### config.mk
export PLATFORM = sky130hd
export DESIGN_NAME = load_store_unit
export DESIGN_NICKNAME = d
export VERILOG_FILES = /design/src/rtl/lsu_pkg.sv /design/src/rtl/lsu_lane_align.sv /design/src/rtl/load_store_unit.sv
export SDC_FILE = /design/constraint.sdc
export NUM_CORES = 1
export LEC_CHECK = 0
export BUFFER_PORTS_ARGS = -buffer_cell sky130_fd_sc_hd__buf_2
export CAP_MARGIN = 20
export CORE_MARGIN = 5
export CORE_UTILIZATION = 45
export CTS_CLUSTER_DIAMETER = 200
export DETAILED_ROUTE_END_ITERATION = 8
export PLACE_DENSITY_LB_ADDON = 0.25
export SYNTH_ARGS = -nofsm -noshare
export SYNTH_HDL_FRONTEND = slang
export SYNTH_HIERARCHICAL = 1
export SYNTH_SLANG_ARGS = --single-unit
### constraint.sdc
create_clock -name clk -period 3.1 [get_ports clk]
set_input_delay 0.31 -clock clk [delete_from_list [all_inputs] [get_ports clk]]
set_output_delay 0.31 -clock clk [all_outputs]
set_load 0.005 [all_outputs]
### src/rtl/lsu_pkg.sv
// lsu_pkg: shared FSM states, funct3 and opcode constants for the load/store unit
package lsu_pkg;
  typedef enum logic [1:0] {IDLE, REQ, DONE} lsu_state_t;
  localparam logic [2:0] F3_LB  = 3'b000;
  localparam logic [2:0] F3_LH  = 3'b001;
  localparam logic [2:0] F3_LW  = 3'b010;
  localparam logic [2:0] F3_LBU = 3'b100;
  localparam logic [2:0] F3_LHU = 3'b101;
  localparam logic [2:0] F3_SB  = 3'b000;
  localparam logic [2:0] F3_SH  = 3'b001;
  localparam logic [2:0] F3_SW  = 3'b010;
  localparam logic [6:0] OP_LOAD  = 7'b0000011;
  localparam logic [6:0] OP_STORE = 7'b0100011;
endpackage

### src/rtl/lsu_lane_align.sv
// lsu_lane_align: funct3/lane decode into legality, alignment, byte enables, replicated write data and extended load data
module lsu_lane_align
  import lsu_pkg::*;
(
  input  logic        is_store,
  input  logic [2:0]  funct3,
  input  logic [1:0]  lane,
  input  logic [31:0] store_data,
  input  logic [31:0] rdata,
  output logic [3:0]  be,
  output logic [31:0] wdata,
  output logic [31:0] load_result,
  output logic        legal,
  output logic        aligned
);
  logic [7:0]  b;
  logic [15:0] h;
  always_comb begin
    b = lane[1] ? (lane[0] ? rdata[31:24] : rdata[23:16]) : (lane[0] ? rdata[15:8] : rdata[7:0]);
    h = lane[1] ? rdata[31:16] : rdata[15:0];
    legal = is_store ? funct3 inside {F3_SB, F3_SH, F3_SW} : funct3 inside {F3_LB, F3_LH, F3_LW, F3_LBU, F3_LHU};
    aligned = funct3[1:0] == 2'b00 || (funct3[1:0] == 2'b01 && !lane[0]) || lane == 2'b00;
    be = !is_store ? 4'hf : funct3[1:0] == 2'b00 ? 4'b0001 << lane : funct3[1:0] == 2'b01 ? 4'b0011 << lane : 4'hf;
    wdata = funct3[1:0] == 2'b00 ? {4{store_data[7:0]}} : funct3[1:0] == 2'b01 ? {2{store_data[15:0]}} : store_data;
    load_result = funct3 == F3_LB  ? {{24{b[7]}}, b} :
                  funct3 == F3_LBU ? {24'b0, b} :
                  funct3 == F3_LH  ? {{16{h[15]}}, h} :
                  funct3 == F3_LHU ? {16'b0, h} : rdata;
  end
endmodule

### src/rtl/load_store_unit.sv
// load_store_unit: RV32I load/store execution as req/ack bus transactions with stall, fault and timeout
module load_store_unit
  import lsu_pkg::*;
#(
  parameter int unsigned TIMEOUT_CYCLES = 255
) (
  input  logic        clk,
  input  logic        nRst,
  input  logic        load_en,
  input  logic        store_en,
  input  logic [2:0]  funct3,
  input  logic [31:0] read_address,
  input  logic [31:0] write_address,
  input  logic [31:0] store_data,
  output logic        mem_req,
  output logic        mem_we,
  output logic [31:0] mem_addr,
  output logic [3:0]  mem_be,
  output logic [31:0] mem_wdata,
  input  logic [31:0] mem_rdata,
  input  logic        mem_ack,
  output logic        stall,
  output logic [31:0] load_result,
  output logic        load_valid,
  output logic        fault
);
  localparam logic [31:0] TMO_LAST = 32'(TIMEOUT_CYCLES - 1);
  lsu_state_t  state_q, state_d;
  logic        mem_req_q, mem_req_d, mem_we_q, mem_we_d;
  logic [31:0] mem_addr_q, mem_addr_d, mem_wdata_q, mem_wdata_d;
  logic [3:0]  mem_be_q, mem_be_d;
  logic [2:0]  f3_q, f3_d;
  logic [1:0]  lane_q, lane_d;
  logic [31:0] load_result_q, load_result_d, cnt_q, cnt_d;
  logic        load_valid_q, load_valid_d, fault_q, fault_d;
  logic        idle, req, go, legal, aligned;
  logic [31:0] addr, wdata, ext;
  logic [3:0]  be;
  assign idle = state_q == IDLE;
  assign req  = load_en | store_en;
  assign addr = store_en ? write_address : read_address;
  assign go   = idle & req & legal & aligned;
  lsu_lane_align u_align (
    .is_store    (idle ? store_en : mem_we_q),
    .funct3      (idle ? funct3 : f3_q),
    .lane        (idle ? addr[1:0] : lane_q),
    .store_data  (store_data),
    .rdata       (mem_rdata),
    .be          (be),
    .wdata       (wdata),
    .load_result (ext),
    .legal       (legal),
    .aligned     (aligned)
  );
  always_comb begin
    state_d       = state_q;
    mem_req_d     = mem_req_q;
    mem_we_d      = mem_we_q;
    mem_addr_d    = mem_addr_q;
    mem_be_d      = mem_be_q;
    mem_wdata_d   = mem_wdata_q;
    f3_d          = f3_q;
    lane_d        = lane_q;
    load_result_d = load_result_q;
    cnt_d         = cnt_q;
    load_valid_d  = 1'b0;
    fault_d       = 1'b0;
    case (state_q)
      IDLE: begin
        fault_d = req & ~go;
        if (go) begin
          state_d     = REQ;
          mem_req_d   = 1'b1;
          mem_we_d    = store_en;
          mem_addr_d  = {addr[31:2], 2'b00};
          mem_be_d    = be;
          mem_wdata_d = wdata;
          f3_d        = funct3;
          lane_d      = addr[1:0];
          cnt_d       = '0;
        end
      end
      REQ: begin
        if (mem_ack) begin
          state_d       = DONE;
          mem_req_d     = 1'b0;
          load_valid_d  = ~mem_we_q;
          load_result_d = mem_we_q ? load_result_q : ext;
        end else if (TIMEOUT_CYCLES != 0 && cnt_q == TMO_LAST) begin
          state_d   = IDLE;
          mem_req_d = 1'b0;
          fault_d   = 1'b1;
        end else begin
          cnt_d = cnt_q + 32'd1;
        end
      end
      default: state_d = IDLE;
    endcase
  end
  always_ff @(posedge clk or negedge nRst) begin
    if (!nRst) begin
      state_q       <= IDLE;
      mem_req_q     <= 1'b0;
      mem_we_q      <= 1'b0;
      mem_addr_q    <= '0;
      mem_be_q      <= '0;
      mem_wdata_q   <= '0;
      f3_q          <= '0;
      lane_q        <= '0;
      load_result_q <= '0;
      cnt_q         <= '0;
      load_valid_q  <= 1'b0;
      fault_q       <= 1'b0;
    end else begin
      state_q       <= state_d;
      mem_req_q     <= mem_req_d;
      mem_we_q      <= mem_we_d;
      mem_addr_q    <= mem_addr_d;
      mem_be_q      <= mem_be_d;
      mem_wdata_q   <= mem_wdata_d;
      f3_q          <= f3_d;
      lane_q        <= lane_d;
      load_result_q <= load_result_d;
      cnt_q         <= cnt_d;
      load_valid_q  <= load_valid_d;
      fault_q       <= fault_d;
    end
  end
  assign stall       = go | (state_q == REQ);
  assign mem_req     = mem_req_q;
  assign mem_we      = mem_we_q;
  assign mem_addr    = mem_addr_q;
  assign mem_be      = mem_be_q;
  assign mem_wdata   = mem_wdata_q;
  assign load_result = load_result_q;
  assign load_valid  = load_valid_q;
  assign fault       = fault_q;
endmodule

# After elaboration in Yosys (flattened, before gate mapping)
# Cells that the tools add are included.
[word_totals] memories=0 output_inout_bits=105 rom_bits=0 latch_bits=0 inputBits=136 mem_bits_rw=0 reg_bits=141 word_cells=85
[op_classes] n_shift=2 mul=0 n_mux=35 magnitude_cmp=0 div_mod_pow=0 n_addsub=1 eq_ne=11 bitwise=8 n_reduce_logical=16
[op_table] operator="2-to-1 mux 32 bit" count=10
[op_table] operator="one-hot mux 32 bit (2 select lines)" count=1
[op_table] operator="adder 32 x 1 -> 32 bit, second input constant" count=1
[op_table] operator="equality test 32 x 8 -> 1 bit, second input constant" count=1
[op_table] operator="2-to-1 mux 8 bit" count=3
[op_table] operator="2-to-1 mux 16 bit" count=1
[op_table] operator="2-to-1 mux 4 bit" count=3
[op_table] operator="2-to-1 mux 1 bit" count=9
[op_table] operator="2-to-1 mux 2 bit" count=4
[op_table] operator="equality test 3 bit, second input constant" count=2
[op_table] operator="zero test 2 bit" count=3
[op_table] operator="AND reduction 3 bit" count=2
[op_table] operator="nonzero test 5 bit" count=1
[op_table] operator="bitwise AND 1 bit" count=4
[op_table] operator="equality test 2 x 1 -> 1 bit, second input constant" count=2
[op_table] operator="inequality test 2 bit, second input constant" count=2
[op_table] operator="one-hot mux 1 bit (2 select lines)" count=2
[op_table] operator="one-hot mux 2 bit (2 select lines)" count=1
[op_table] operator="AND reduction 2 bit" count=2
[op_table] operator="AND reduction 4 bit" count=1
[op_table] operator="left shift 1 x 2 -> 4 bit, first input constant" count=1
[op_table] operator="left shift 2 x 2 -> 4 bit, first input constant" count=1
[op_table] operator="equality test 3 x 1 -> 1 bit, second input constant" count=1
[op_table] operator="equality test 3 x 2 -> 1 bit, second input constant" count=1
[op_table] operator="other kinds (11)" count=14

# Logic depth before layout (Yosys ltp)
[logic_depth] word_depth=10 depth_mapped=15 ltp_nobuf=10

# Modules after synthesis
# Netlist, hierarchy kept.
[by_module_without_submodules] module="load_store_unit" cells_per_inst=579 area_per_inst_um2=6093.3 seq_area_each_um2=3528.4 instances=1
[by_module_without_submodules] module="lsu_lane_align" cells_per_inst=197 area_per_inst_um2=1423.9 seq_area_each_um2=0.0 instances=1

# Worst setup path before layout
# Ideal clock, no wire load.
[synth_timing] path_kind="input port to output port" startpoint="input store_en" endpoint="output stall" path_buffers=6 path_slack_ps=80 stages=14 t_arrival_ps=2710 required_time_ps=2790 cell_sequence="clkbuf_1 mux2i_1 a21oi_1 buf_2 buf_6 inv_1 ha_1 or2_1 nand2_1 or2_2 clkbuf_1 buf_2 clkbuf_1 nand2_1"
[synth_between] elab_chain_len=8 elab_cells_between_ends=14 cone_classes="4 x mux; 5 x bitwise; 5 x reduce/logical"
[synth_lines] element="from (decl)" line_no="load_store_unit.sv:10" source="input logic store_en,"
[synth_lines] element="2-to-1 mux 32 bit (*)" line_no="load_store_unit.sv:41" source="assign addr = store_en ? write_address : read_address;"
[synth_lines] element="2-to-1 mux 2 bit (*)" line_no="load_store_unit.sv:46" source=".lane (idle ? addr[1:0] : lane_q),"
[synth_lines] element="zero test 1 bit" line_no="lsu_lane_align.sv:22" source="aligned = funct3[1:0] == 2'b00 || (funct3[1:0] == 2'b01 && !lane[0]) || lane == 2'b00;"
[synth_lines] element="logical AND 1 bit" line_no="lsu_lane_align.sv:22"
[synth_lines] element="logical OR 1 bit" line_no="lsu_lane_align.sv:22"
[synth_lines] element="logical OR 1 bit (*)" line_no="lsu_lane_align.sv:22"
[synth_lines] element="via aligned" line_no="load_store_unit.sv:36" source="logic idle, req, go, legal, aligned;"
[synth_lines] element="bitwise AND 1 bit (*)" line_no="load_store_unit.sv:42" source="assign go = idle & req & legal & aligned;"
[synth_lines] element="OR 1 bit (*)" line_no="load_store_unit.sv:129" source="assign stall = go | (state_q == REQ);"
[synth_lines] element="to (decl)" line_no="load_store_unit.sv:22" source="output logic stall,"
# Mark *: on every way through the listed nets, which the timed path passes. The rest lies on a longest branch.

# Final worst setup path
[layout_timing] startpoint="register state_q[0]" endpoint="output stall"
[layout_between] elab_chain_len=8 elab_cells_between_ends=24 cone_classes="6 x eq/ne; 4 x mux; 4 x bitwise; 10 x reduce/logical"
[layout_lines] element="from (decl)" line_no="load_store_unit.sv:28" source="lsu_state_t state_q, state_d;"
[layout_lines] element="from (signal assigned)" line_no="load_store_unit.sv:115" source="state_q <= state_d;"
[layout_lines] element="zero test 2 bit (*)" line_no="load_store_unit.sv:39" source="assign idle = state_q == IDLE;"
[layout_lines] element="2-to-1 mux 3 bit" line_no="load_store_unit.sv:45" source=".funct3 (idle ? funct3 : f3_q),"
[layout_lines] element="equality test 3 x 1 -> 1 bit, or another cell as far along" line_no="lsu_lane_align.sv:21" source="legal = is_store ? funct3 inside {F3_SB, F3_SH, F3_SW} : funct3 inside {F3_LB, F3_LH, F3_LW, F3_LBU, F3_LHU};"
[layout_lines] element="nonzero test 5 bit / nonzero test 3 bit (equally long branches)" line_no="lsu_lane_align.sv:21"
[layout_lines] element="2-to-1 mux 1 bit (*)" line_no="lsu_lane_align.sv:21"
[layout_lines] element="via legal" line_no="load_store_unit.sv:36"
[layout_lines] element="bitwise AND 1 bit (*) (2 in series)" line_no="load_store_unit.sv:42"
[layout_lines] element="OR 1 bit (*)" line_no="load_store_unit.sv:129"
# Marked as above.

==> key figures <==
Status
  • Status: finished clean

Clock tree
  • CTS tree: done
  • H-tree depth reported by CTS: 4
  • Clk Latency, worst-skew pair: 0.43 ns
  • TritonCTS buffer count: 17
  • Clock sink total: 141
  • Root buffer cell: clkbuf_16
  • Register clock-pin slew on the reported worst setup and hold paths: 0.06 ns
  • Clock Tree Buf Depth: 2

Worst setup path
  • Most used cell, CP: nand2_1
  • Arrival time worst endpoint: 2.63 ns
  • Crit path buffers/inverters: 2
  • Max Fanout on Critical Path: 15
  • Worst-path cell chain: nor2_4 > buf_4 > mux2_2 > a21o_1 > o21ai_1 > nand2_1 > or2_4 > nand2_1 > buf_2
  • CP Capture Type: output pin
  • Critical path type: flop to output pin
  • Slowest stage delay, CP: 0.44 ns
  • Critical Path Stages: 9
  • Slowest CP cell: dfrtp_1
  • WP data required: ~2.8 ns
  • Path depth of the worst reg2reg path: 8
  • Critical R2R Capture: load_result[8]
  • Worst R2R Start: state_q[0]
  • Nature of the critical path startpoint: flop
  • Family with the most delay on the worst path: simple AND/OR/NAND/NOR gates
  • R2r setup slk: 0.45 ns

Detailed routing
  • WL/cell: 16.6 um
  • Routed Antenna Nets: 0
  • Routed Wire Length: 20300 um
  • DRC: 0
  • Initial DRT Pass Iterations: 5
  • Via density: 5.27
  • Initial DRC Count: 430
  • Via count: between 6000 and 7000

Pwr
  • VDD IR-drop max: 0.600 mV
  • Power density cells: around 950 nW/um^2
  • Sw frac: 37.4%
  • P_sw: 3.39 mW
  • Leak pwr: a little under 5 nW
  • Clock Power Share: between 20% and 30%
  • Internal cell power: 5.67 mW
  • Seq pwr share: between 30% and 40%
  • Power share of the combinational group: 43.6%

Floorplanning
  • Starting Density: 45.7%
  • I/O pin cnt: approximately 240
  • Row Count: 47
  • Die W: 139 um
  • Core ar.: 16500 um^2
  • Die Ht: approximately 140 um
  • Die area: 19400 um^2

Placed design
  • Count of input and output buffers: 238
  • DP HPWL: 14900 um
  • Routability Congestion: 0.825
  • Cells after DPL: 1191

Synth
  • Most used DFF post-synth: dfrtp_1
  • Netlist cell types: 51
  • Mean Syn Cell Area: 9.69 um^2
  • Async set-or-reset flop fraction in the synthesized netlist: 100%
  • EDFF count, synth: 0
  • Yosys Warn Count: 6
  • Syn Inst Count: 776
  • Yosys reg bits: between 100 and 150
  • Mapped cell area: 7520 um^2
  • Register area share after synthesis: 46.9%

GRT
  • GRT overflow: 0
  • Number of global-route vias before repair: between 6000 and 7000
  • Largest net degree at the start of global routing: 64
  • Initial antenna violation count: 0
  • Global-route wire length before repair: 33200 um
  • Gr usage total: between 20 and 25%

Timing
  • Fmax: 340 MHz
  • Pins Over Slew Limit: 0
  • Min Tclk post-route: around 3 ns
  • Worst hold slack: around 0.094 ns
  • Final Skew: a little over 0.007 ns
  • Final hold viol count: 0
  • Max transition margin: 35.6%
  • Worst-margin pin slew: 0.959 ns
  • Setup TNS: 0 ns
  • Final worst path period share: 94.9%
  • Final setup fails: 0
  • Unrepaired setup endpoints after global routing: false

Finish
  • FF+latch area: 3530 um^2
  • Layout Area Growth over Synthesis: 26.8%
  • Filler cell count: 1479
  • Ant diodes: 0
  • Final non-filler cell total: approximately 1200
  • Area of the multi-input gates: about 3700 um^2
  • Final Util: between 50% and 60%
  • Layout cell share with drive strength beyond 1: between 30% and 40%
  • Most frequent cells in the layout: 237 x buf_2, 204 x nand2_1, 141 x dfrtp_1, 54 x mux2i_1, 53 x mux2_2
  • Final net count: 1137
  • Most common cell after layout, fill and taps aside: buf_2

Hold path
  • Hold wc startpoint: funct3[1]
  • Hold Path End: f3_q[1]
  • Hold Crit Depth: 3
  • Worst Hold Class: input pin to flop

Flow run
  • Max Cap Viol: 0
==> worst max path at each step <==
| stage | start | slack, ns | endpoint |
|---|---|---|---|
| after CTS | state_q[1] | 0.10 | stall |
| after detailed placement | state_q[1] | 0.33 | load_result[3] |
| final | state_q[0] | 0.16 | stall |
| after global routing | state_q[0] | 0.01 | stall |
| after floorplan | store_en | 0.08 | stall |
| after global placement | state_q[1] | 0.44 | load_result[14] |
==> flip-flops by register name, summed over array words and instances (netlist names) <==
register,flops
cnt_q,32
load_result,32
mem_wdata,32
mem_addr,30
mem_be,4
f3_q,3
lane_q,2
state_q,2
fault,1
load_valid,1
mem_req,1
mem_we,1
==> per-stage QoR <==
step,power [mW],area (um^2),setup WS [ns]
2_1_floorplan,5.44,7520,0.0796
3_3_place_gp,6.77,8850,0.436
3_5_place_dp,6.86,8850,0.330
4_1_cts,9.08,9500,0.101
5_1_grt,9.74,9530,0.0141
6_report,9.05,9530,0.157
==> cells in the mapped netlist, drive strengths merged (2+ instances only) <==
cell	n	area, um^2
o22ai	2	12.5
clkbuf	25	93.8
or2	3	18.8
nand2	204	766
or4b	7	70.1
ha	6	75.1
nor4b	2	32.5
a21oi	4	20.0
a221o	15	150
nand4	7	50.1
nor4	8	65.1
nor2b	5	31.3
mux2	61	687
nor2	13	53.8
and4	2	17.5
a21o	5	37.5
nand2b	5	31.3
nor3	4	20.0
and3	14	87.6
mux2i	54	541
nand3	25	125
buf	36	218
inv	5	18.8
o211ai	8	60.1
o21ai	71	355
o31ai	8	60.1
a22o	9	78.8
nand3b	7	52.6
dfrtp	141	3530
a31oi	9	56.3
==> layer usage <==
layer	vias to the layer above	track usage, %	share of wire (%)
met5	-	0	0
met4	0	6.75	2.0
met3	30	6.07	6.4
met2	209	32.3	47
met1	3062	28.1	45
li1	3176	-	-
==> layout make-up <==
cell class | instances | area share [%]
multi-input cells | 571 | 38.8
flip-flops and latches | 141 | 37.0
repair buffers | 259 | 14.5
clock buffers | 19 | 4.65
well taps | 220 | 2.89
clock inverters | 13 | 1.98
inverters | 5 | 0.197
==> what timing repair did <==
item / CTS / global route
hold endpoints to repair: 60 / 0
resized for setup: 1 / 1
pin swaps: 0 / 1
buffers inserted: 0 / 3
setup endpoints to repair: 1 / 1
gates cloned: 0 / 1
hold buffers: 1 / 0
==> worst reg2reg max path, cell delays in order (launching register included) <==
cell	delay, ns
dfrtp_1	0.44
nor2_4	0.20
nor2_1	0.07
a21oi_1	0.21
buf_4	0.26
mux4_2	0.51
and3b_1	0.29
a221o_1	0.30
mux2_2	0.27
==> logic make-up (layout without fill, tap and decap cells) <==
family | after synthesis | after routing | synth area share [%]
muxes | 116 | 116 | 16.6
DFF | 141 | 141 | 46.9
adders and majority gates | 6 | 6 | 0.999
AOI/OAI and AO/OA | 135 | 135 | 11.5
other | 1 | 2 | 0.0499
and+or+nand+nor | 311 | 312 | 19.5
buffers and inverters | 66 | 296 | 4.39
==> power groups by stage <==
stage	registers (mW)	logic [mW]	clock network, mW
after floorplan	2.96	2.48	0
after global placement	2.93	3.84	0
after detailed placement	2.93	3.93	0
after CTS	2.92	3.94	2.22
after global routing	3.02	4.42	2.30
final	2.92	3.95	2.19
Power figures use the tool's default switching activity.
